File: config.mk
export PLATFORM = sky130hd
export DESIGN_NAME = countdown_time_setter
export DESIGN_NICKNAME = d
export VERILOG_FILES = /design/src/rtl/countdown_pkg.sv /design/src/rtl/countdown_time_setter_debouncer.sv /design/src/rtl/countdown_time_setter.sv
export SDC_FILE = /design/constraint.sdc
export NUM_CORES = 1
export LEC_CHECK = 0
export CORE_MARGIN = 5
export CORE_UTILIZATION = 30
export CTS_CLUSTER_DIAMETER = 30
export DETAILED_ROUTE_END_ITERATION = 16
export GPL_TIMING_DRIVEN = 0
export PLACE_DENSITY = 0.49
export RECOVER_POWER = 25
export SYNTH_ARGS = -nofsm -noshare
export SYNTH_HDL_FRONTEND = slang
export SYNTH_HIERARCHICAL = 1
export SYNTH_SLANG_ARGS = --single-unit
File: constraint.sdc
create_clock -name clk -period 4.5 [get_ports clk]
set_input_delay 0.675 -clock clk [delete_from_list [all_inputs] [get_ports clk]]
set_output_delay 0.675 -clock clk [all_outputs]
set_load 0.01 [all_outputs]
File: src/rtl/countdown_pkg.sv
`default_nettype none
// ============================================================================
// countdown_pkg : shared types, widths and time-step helper for the setter
// Revision      : 1.0
// ============================================================================
package countdown_pkg;

    localparam int TIME_W           = 16;
    localparam int MAX_TIME_DEFAULT = 9999;

    typedef enum logic [1:0] {
        IDLE    = 2'd0,
        LAUNCH  = 2'd1,
        RUNNING = 2'd2
    } state_t;

    // Saturating single step; opposing requests in the same cycle cancel out.
    function automatic logic [TIME_W-1:0] step_time(
        input logic [TIME_W-1:0] cur,
        input logic              up,
        input logic              down,
        input logic [TIME_W-1:0] max_t
    );
        logic [TIME_W-1:0] nxt;
        nxt = cur;
        if (up && !down && (cur < max_t)) begin
            nxt = cur + 1'b1;
        end else if (down && !up && (cur != '0)) begin
            nxt = cur - 1'b1;
        end
        return nxt;
    endfunction

endpackage
`default_nettype wire

File: src/rtl/countdown_time_setter_debouncer.sv
`default_nettype none
// ============================================================================
// button_debouncer : 2-FF synchronizer + counter debouncer with press pulse
// Revision         : 1.0
// ============================================================================
module button_debouncer #(
    parameter int DEBOUNCE_CYCLES = 1000000
) (
    input  logic clk,
    input  logic rst,
    input  logic raw,
    output logic level,
    output logic press
);

    localparam int              CNT_W    = (DEBOUNCE_CYCLES > 1) ? $clog2(DEBOUNCE_CYCLES) : 1;
    localparam logic [CNT_W-1:0] CNT_LAST = CNT_W'(DEBOUNCE_CYCLES - 1);

    logic             sync1_q, sync1_d;
    logic             sync2_q, sync2_d;
    logic             level_q, level_d;
    logic             press_q, press_d;
    logic [CNT_W-1:0] cnt_q,   cnt_d;

    always_comb begin
        sync1_d = raw;
        sync2_d = sync1_q;
        level_d = level_q;
        press_d = 1'b0;
        cnt_d   = '0;
        // Count consecutive disagreeing samples; any agreement restarts the count.
        if (sync2_q != level_q) begin
            if (cnt_q == CNT_LAST) begin
                level_d = sync2_q;
                press_d = sync2_q;
            end else begin
                cnt_d = cnt_q + 1'b1;
            end
        end
    end

    always_ff @(posedge clk) begin
        if (rst) begin
            sync1_q <= 1'b0;
            sync2_q <= 1'b0;
            level_q <= 1'b0;
            press_q <= 1'b0;
            cnt_q   <= '0;
        end else begin
            sync1_q <= sync1_d;
            sync2_q <= sync2_d;
            level_q <= level_d;
            press_q <= press_d;
            cnt_q   <= cnt_d;
        end
    end

    assign level = level_q;
    assign press = press_q;

endmodule
`default_nettype wire

File: src/rtl/countdown_time_setter.sv
`default_nettype none
// ============================================================================
// countdown_time_setter : button-driven seconds setter and launch control
// Revision              : 1.0
// ============================================================================
module countdown_time_setter
    import countdown_pkg::*;
#(
    parameter int DEBOUNCE_CYCLES = 1000000,
    parameter int HOLD_CYCLES     = 50000000,
    parameter int REPEAT_CYCLES   = 10000000,
    parameter int MAX_TIME        = MAX_TIME_DEFAULT,
    parameter int DEFAULT_TIME    = 10
) (
    input  logic              clk,
    input  logic              rst,
    input  logic              btn_up,
    input  logic              btn_down,
    input  logic              btn_start,
    input  logic              stop,
    output logic [TIME_W-1:0] time_out,
    output logic              start,
    output logic              busy
);

    localparam logic [TIME_W-1:0] MAX_T     = TIME_W'(MAX_TIME);
    localparam logic [TIME_W-1:0] DEFAULT_T = (DEFAULT_TIME > MAX_TIME) ? MAX_T
                                                                          : TIME_W'(DEFAULT_TIME);
    localparam int                HOLD_W    = $clog2(HOLD_CYCLES + 1);
    localparam logic [HOLD_W-1:0] HOLD_LAST = HOLD_W'(HOLD_CYCLES);
    localparam int                REP_W     = $clog2(REPEAT_CYCLES + 1);
    localparam logic [REP_W-1:0]  REP_LAST  = REP_W'(REPEAT_CYCLES);
    localparam logic [REP_W-1:0]  REP_ONE   = REP_W'(1);

    logic up_level, up_press;
    logic down_level, down_press;
    logic start_level_unused, start_press;

    button_debouncer #(.DEBOUNCE_CYCLES(DEBOUNCE_CYCLES)) u_db_up (
        .clk   (clk),
        .rst   (rst),
        .raw   (btn_up),
        .level (up_level),
        .press (up_press)
    );

    button_debouncer #(.DEBOUNCE_CYCLES(DEBOUNCE_CYCLES)) u_db_down (
        .clk   (clk),
        .rst   (rst),
        .raw   (btn_down),
        .level (down_level),
        .press (down_press)
    );

    button_debouncer #(.DEBOUNCE_CYCLES(DEBOUNCE_CYCLES)) u_db_start (
        .clk   (clk),
        .rst   (rst),
        .raw   (btn_start),
        .level (start_level_unused),
        .press (start_press)
    );

    state_t            state_q, state_d;
    logic [TIME_W-1:0] time_q,  time_d;
    logic              start_q, start_d;
    logic              busy_q,  busy_d;
    logic              stop_q,  stop_d;

    logic [1:0] rep_level;
    logic [1:0] rep_fire;
    logic       up_step;
    logic       down_step;

    assign rep_level = {down_level, up_level};

    // Auto-repeat per direction: index 0 = up, index 1 = down.
    generate
        for (genvar gi = 0; gi < 2; gi++) begin : g_repeat
            logic [HOLD_W-1:0] hold_q, hold_d;
            logic [REP_W-1:0]  rep_q,  rep_d;
            logic              fire;

            always_comb begin
                hold_d = hold_q;
                rep_d  = rep_q;
                fire   = 1'b0;
                if (!rep_level[gi] || (state_q != IDLE)) begin
                    hold_d = '0;
                    rep_d  = '0;
                end else if (hold_q != HOLD_LAST) begin
                    hold_d = hold_q + 1'b1;
                end else if ((rep_q == '0) || (rep_q == REP_LAST)) begin
                    // rep_q==0 marks the first arrival at HOLD_CYCLES.
                    fire  = 1'b1;
                    rep_d = REP_ONE;
                end else begin
                    rep_d = rep_q + 1'b1;
                end
            end

            always_ff @(posedge clk) begin
                if (rst) begin
                    hold_q <= '0;
                    rep_q  <= '0;
                end else begin
                    hold_q <= hold_d;
                    rep_q  <= rep_d;
                end
            end

            assign rep_fire[gi] = fire;
        end
    endgenerate

    always_comb begin
        state_d   = state_q;
        time_d    = time_q;
        stop_d    = stop;
        up_step   = up_press   | rep_fire[0];
        down_step = down_press | rep_fire[1];

        case (state_q)
            IDLE: begin
                // A launch freezes the value, so a same-cycle step is dropped.
                if (start_press && (time_q != '0)) begin
                    state_d = LAUNCH;
                end else begin
                    time_d = step_time(time_q, up_step, down_step, MAX_T);
                end
            end
            LAUNCH: begin
                state_d = RUNNING;
            end
            RUNNING: begin
                if (stop && !stop_q) begin
                    state_d = IDLE;
                end
            end
            default: begin
                state_d = IDLE;
            end
        endcase

        start_d = (state_d == LAUNCH);
        busy_d  = (state_d != IDLE);
    end

    always_ff @(posedge clk) begin
        if (rst) begin
            state_q <= IDLE;
            time_q  <= DEFAULT_T;
            start_q <= 1'b0;
            busy_q  <= 1'b0;
            stop_q  <= 1'b0;
        end else begin
            state_q <= state_d;
            time_q  <= time_d;
            start_q <= start_d;
            busy_q  <= busy_d;
            stop_q  <= stop_d;
        end
    end

    assign time_out = time_q;
    assign start    = start_q;
    assign busy     = busy_q;

endmodule
`default_nettype wire

==> results.cfg <==
[outcome]
status = finished, final reports clean

[placed_design]
gp_congestion = 0.788
placed_cells = 1490
port_buffers = 23
dp_hpwl_mm = 13.6

[power]
p_leak_uw = 0.00339
swShare = 0.230
p_seq_frac = 0.532
pwr-share-comb = 0.007
power.switching_uw = 739
internal-power_uw = 2480
power_density_nw_per_um2 = 305
fin_total_pwr_uw = 3220
clkPwrFrac = 0.461
peakVddDrop_uv = 252

[setup_path]
reg2reg_from = g_repeat[0].hold_q[0]
cp.arrival_ps = 4600
r2r_slack_ps = 240
max_stage_delay_ps = 380
crit_type = flip-flop to flip-flop
crit_top_cell = ha_1
endpoint_kind = flip-flop
reg2reg_to = time_out[15]
cp.required_ps = 4830
path_max_fanout = 17
cp_top_family = simple AND/OR/NAND/NOR gates
crit_buf_inv = 2
worstSetupStartpointType = flip-flop
cp_slowest_cell = or3_1
reg2regPathDepth = 17
path_cells = inv_1 > ha_1 > nor4bb_1 > nand4_1 > nor3_4 > a41oi_2 > or3_1 > buf_4 > ha_1 > a211oi_2 > o21ai_1 > nand3_1 > a31oi_1 > a21oi_1 > mux2_2 > nor2_1 > mux2_1

[global_routing]
grt_pass1_wl_mm = 33.1
use_met3 = 0.0255
grt.overflow.total = 0
grt_max_degree = 21
grtUsageTotal = 0.115
use_met1 = 0.152
busiest_layer = met2
grt_pass1_vias = 6975
grt_util_met2 = 0.190
antenna_found_initial = 0

[detailed_routing]
drt-total-wl_mm = 19.2
via_count = 7356
routedWlPerCell_um = 12.6
route.detailed.drc = 0
dr.pass1.iters = 4
ant_nets = 0
first_iter_violations = 345
vias_per_cell = 4.83

[yosys]
ys_seq_area_frac = 0.419
synthesis.instances = 1071
syn_area_um2 = 9230
synth_cell_types = 60
synth_nets = 1103
synth_ff_type = dfxtp_1
synthArstFlopShare = 0
synth_edf_count = 0
ys_ff_latch = 193
syn-mean-instance-area_um2 = 8.62
ys_warn_count = 6

[die]
std_cell_rows = 64
initial_core_util = 0.302
die-area_um2 = 34400
die_w_um = 185
ioPinCount = 24
core_area_um2 = 30500
die_y_um = 185

[timing]
setup_viol = 0
timing.fmax_mhz = 235
period_share = 0.947
finalHoldViolCount = 0
drv_slew = 0
fin_crit_ps = 4260
fin_skew_ps = 9.86
tns_ps = 0
rsz0062_at_grt = true
slew_headroom = 0.123
tightestPinTransition_ps = 1300

[finish]
n_antenna_cell = 0
syn2layout_area_growth_pct = 14.3
fin_nets = 1146
instances_no_fill = 1523
fill_cells = 3149
drive_gt1_frac = 0.0568

[cts]
clock_sinks = 193
hold_buffers = 0
tritoncts = done
cts.clk_slew.worst_paths_ps = 80
clockBufferDepth = 2
cts_buffers = 17
clock-root-buffer = clkbuf_16
clock_latency_ps = 440
h-tree-depth = 4

[worst_hold_path]
min_from = u_db_start/sync1_q
holdPathStages = 1
hold_end = u_db_start/sync2_q
hold_class = flip-flop to flip-flop

[job]
cap_violations = 0
[cell families after synthesis]
logic type	Yosys count	share of synthesized area
buffers and inverters	51	0.0249
AND/OR/NAND/NOR	535	0.299
XOR/XNOR	130	0.123
multiplexers	17	0.0187
AO/OA/AOI/OAI	119	0.0789
adder cells (fa/ha/maj)	26	0.0361
flip-flops	193	0.419
[routing by layer]
layer	up-vias	routed length, µm
met3	10	341
met4	0	199
met5	-	0
met2	45	8950
met1	3428	9720
li1	3873	-
[repair_timing]
action	CTS	global route
resized for setup	2	13
setup buffers	1	0
pin swaps	2	4
endpoints found under the setup margin	3	3
[worst max-delay path by stage]
stage                                from            to  slack [ps]  cells after the start
floorplan           g_repeat[0].hold_q[0]  time_out[14]         490                     17
global placement    g_repeat[0].hold_q[0]  time_out[14]        -220                     17
detailed placement  g_repeat[0].hold_q[0]  time_out[14]        -170                     17
CTS                 g_repeat[0].hold_q[0]  time_out[15]          30                     17
global route        g_repeat[0].hold_q[0]  time_out[15]         -40                     17
finish              g_repeat[0].hold_q[0]  time_out[15]         240                     17
[Yosys cell counts, drive strengths merged (4+ instances only)]
library cell | number | share of area
dfxtp | 193 | 0.42
inv | 23 | 0.0094
nand3 | 67 | 0.036
nor4 | 21 | 0.015
and4 | 10 | 0.0095
xnor2 | 55 | 0.052
nand2 | 65 | 0.026
mux2i | 15 | 0.016
nand4 | 50 | 0.034
nor2b | 11 | 0.0075
nand3b | 4 | 0.0033
and2 | 5 | 0.0034
xor2 | 75 | 0.071
nor2 | 182 | 0.075
clkbuf | 21 | 0.0089
buf | 7 | 0.0066
nor3 | 25 | 0.015
o21ai | 34 | 0.022
o31ai | 9 | 0.0073
a21oi | 53 | 0.030
a31oi | 4 | 0.0027
ha | 25 | 0.034
and3 | 30 | 0.020
nor4b | 6 | 0.0064
or4 | 16 | 0.014
or3 | 26 | 0.018
[flip-flops by register name (all words and copies together) (netlist names)]
name / count
u_db_start/cnt_q: 20
start: 1
u_db_start/press: 1
u_db_down/cnt_q: 20
stop_q: 1
u_db_up/sync2_q: 1
u_db_start/sync2_q: 1
g_repeat.rep_q: 48
state_q: 2
u_db_up/press: 1
u_db_down/sync2_q: 1
g_repeat.hold_q: 52
time_out: 16
u_db_start/sync1_q: 1
u_db_down/press: 1
u_db_up/sync1_q: 1
u_db_start/level: 1
u_db_up/level: 1
u_db_down/sync1_q: 1
u_db_down/level: 1
u_db_up/cnt_q: 20
busy: 1
[power by group through the flow]
stage | clock network (µW) | logic, µW | registers, µW
6_report | 1490 | 22.8 | 1710
5_1_grt | 1620 | 25.0 | 1710
4_1_cts | 1550 | 24.5 | 1710
3_5_place_dp | 0 | 24.4 | 1750
3_3_place_gp | 0 | 24.4 | 1750
2_1_floorplan | 0 | 12.4 | 1750
[cells in the final DEF (no fill, tap or decap), types with 24 or more instances in the layout]
master   synthesis  layout
nor3_1          24      24
ha_1            25      24
dfxtp_1        193     193
nand2_1         65      65
xor2_1          75      75
o21ai_0         30      30
xnor2_1         55      55
or3_1           26      26
and3_1          30      30
nor2_1         180     180
nand3_1         67      67
a21oi_1         52      49
nand4_1         50      50
[cell type report]
type / count / area (µm²) / share of cell area
inverter: 23 / 86.3 / 0.00818
sequential: 193 / 3860 / 0.366
clock buffer: 19 / 453 / 0.0429
tap: 396 / 495 / 0.0470
timing repair buffer: 24 / 238 / 0.0225
clock inverter: 13 / 118 / 0.0111
multi-input combinational: 827 / 5150 / 0.488
buffer: 28 / 146 / 0.0139
[metrics by stage]
stage	setup slack, ps	hold slack [ps]	cell area, µm²	util
3_3_place_gp	-220	427	9950	0.326
6_report	238	442	10500	0.346
4_1_cts	33.2	445	10500	0.345
3_5_place_dp	-172	425	9950	0.326
5_1_grt	-37.8	458	10500	0.346
2_1_floorplan	493	414	9230	-
Note: power is estimated with default switching activity, not from simulation.
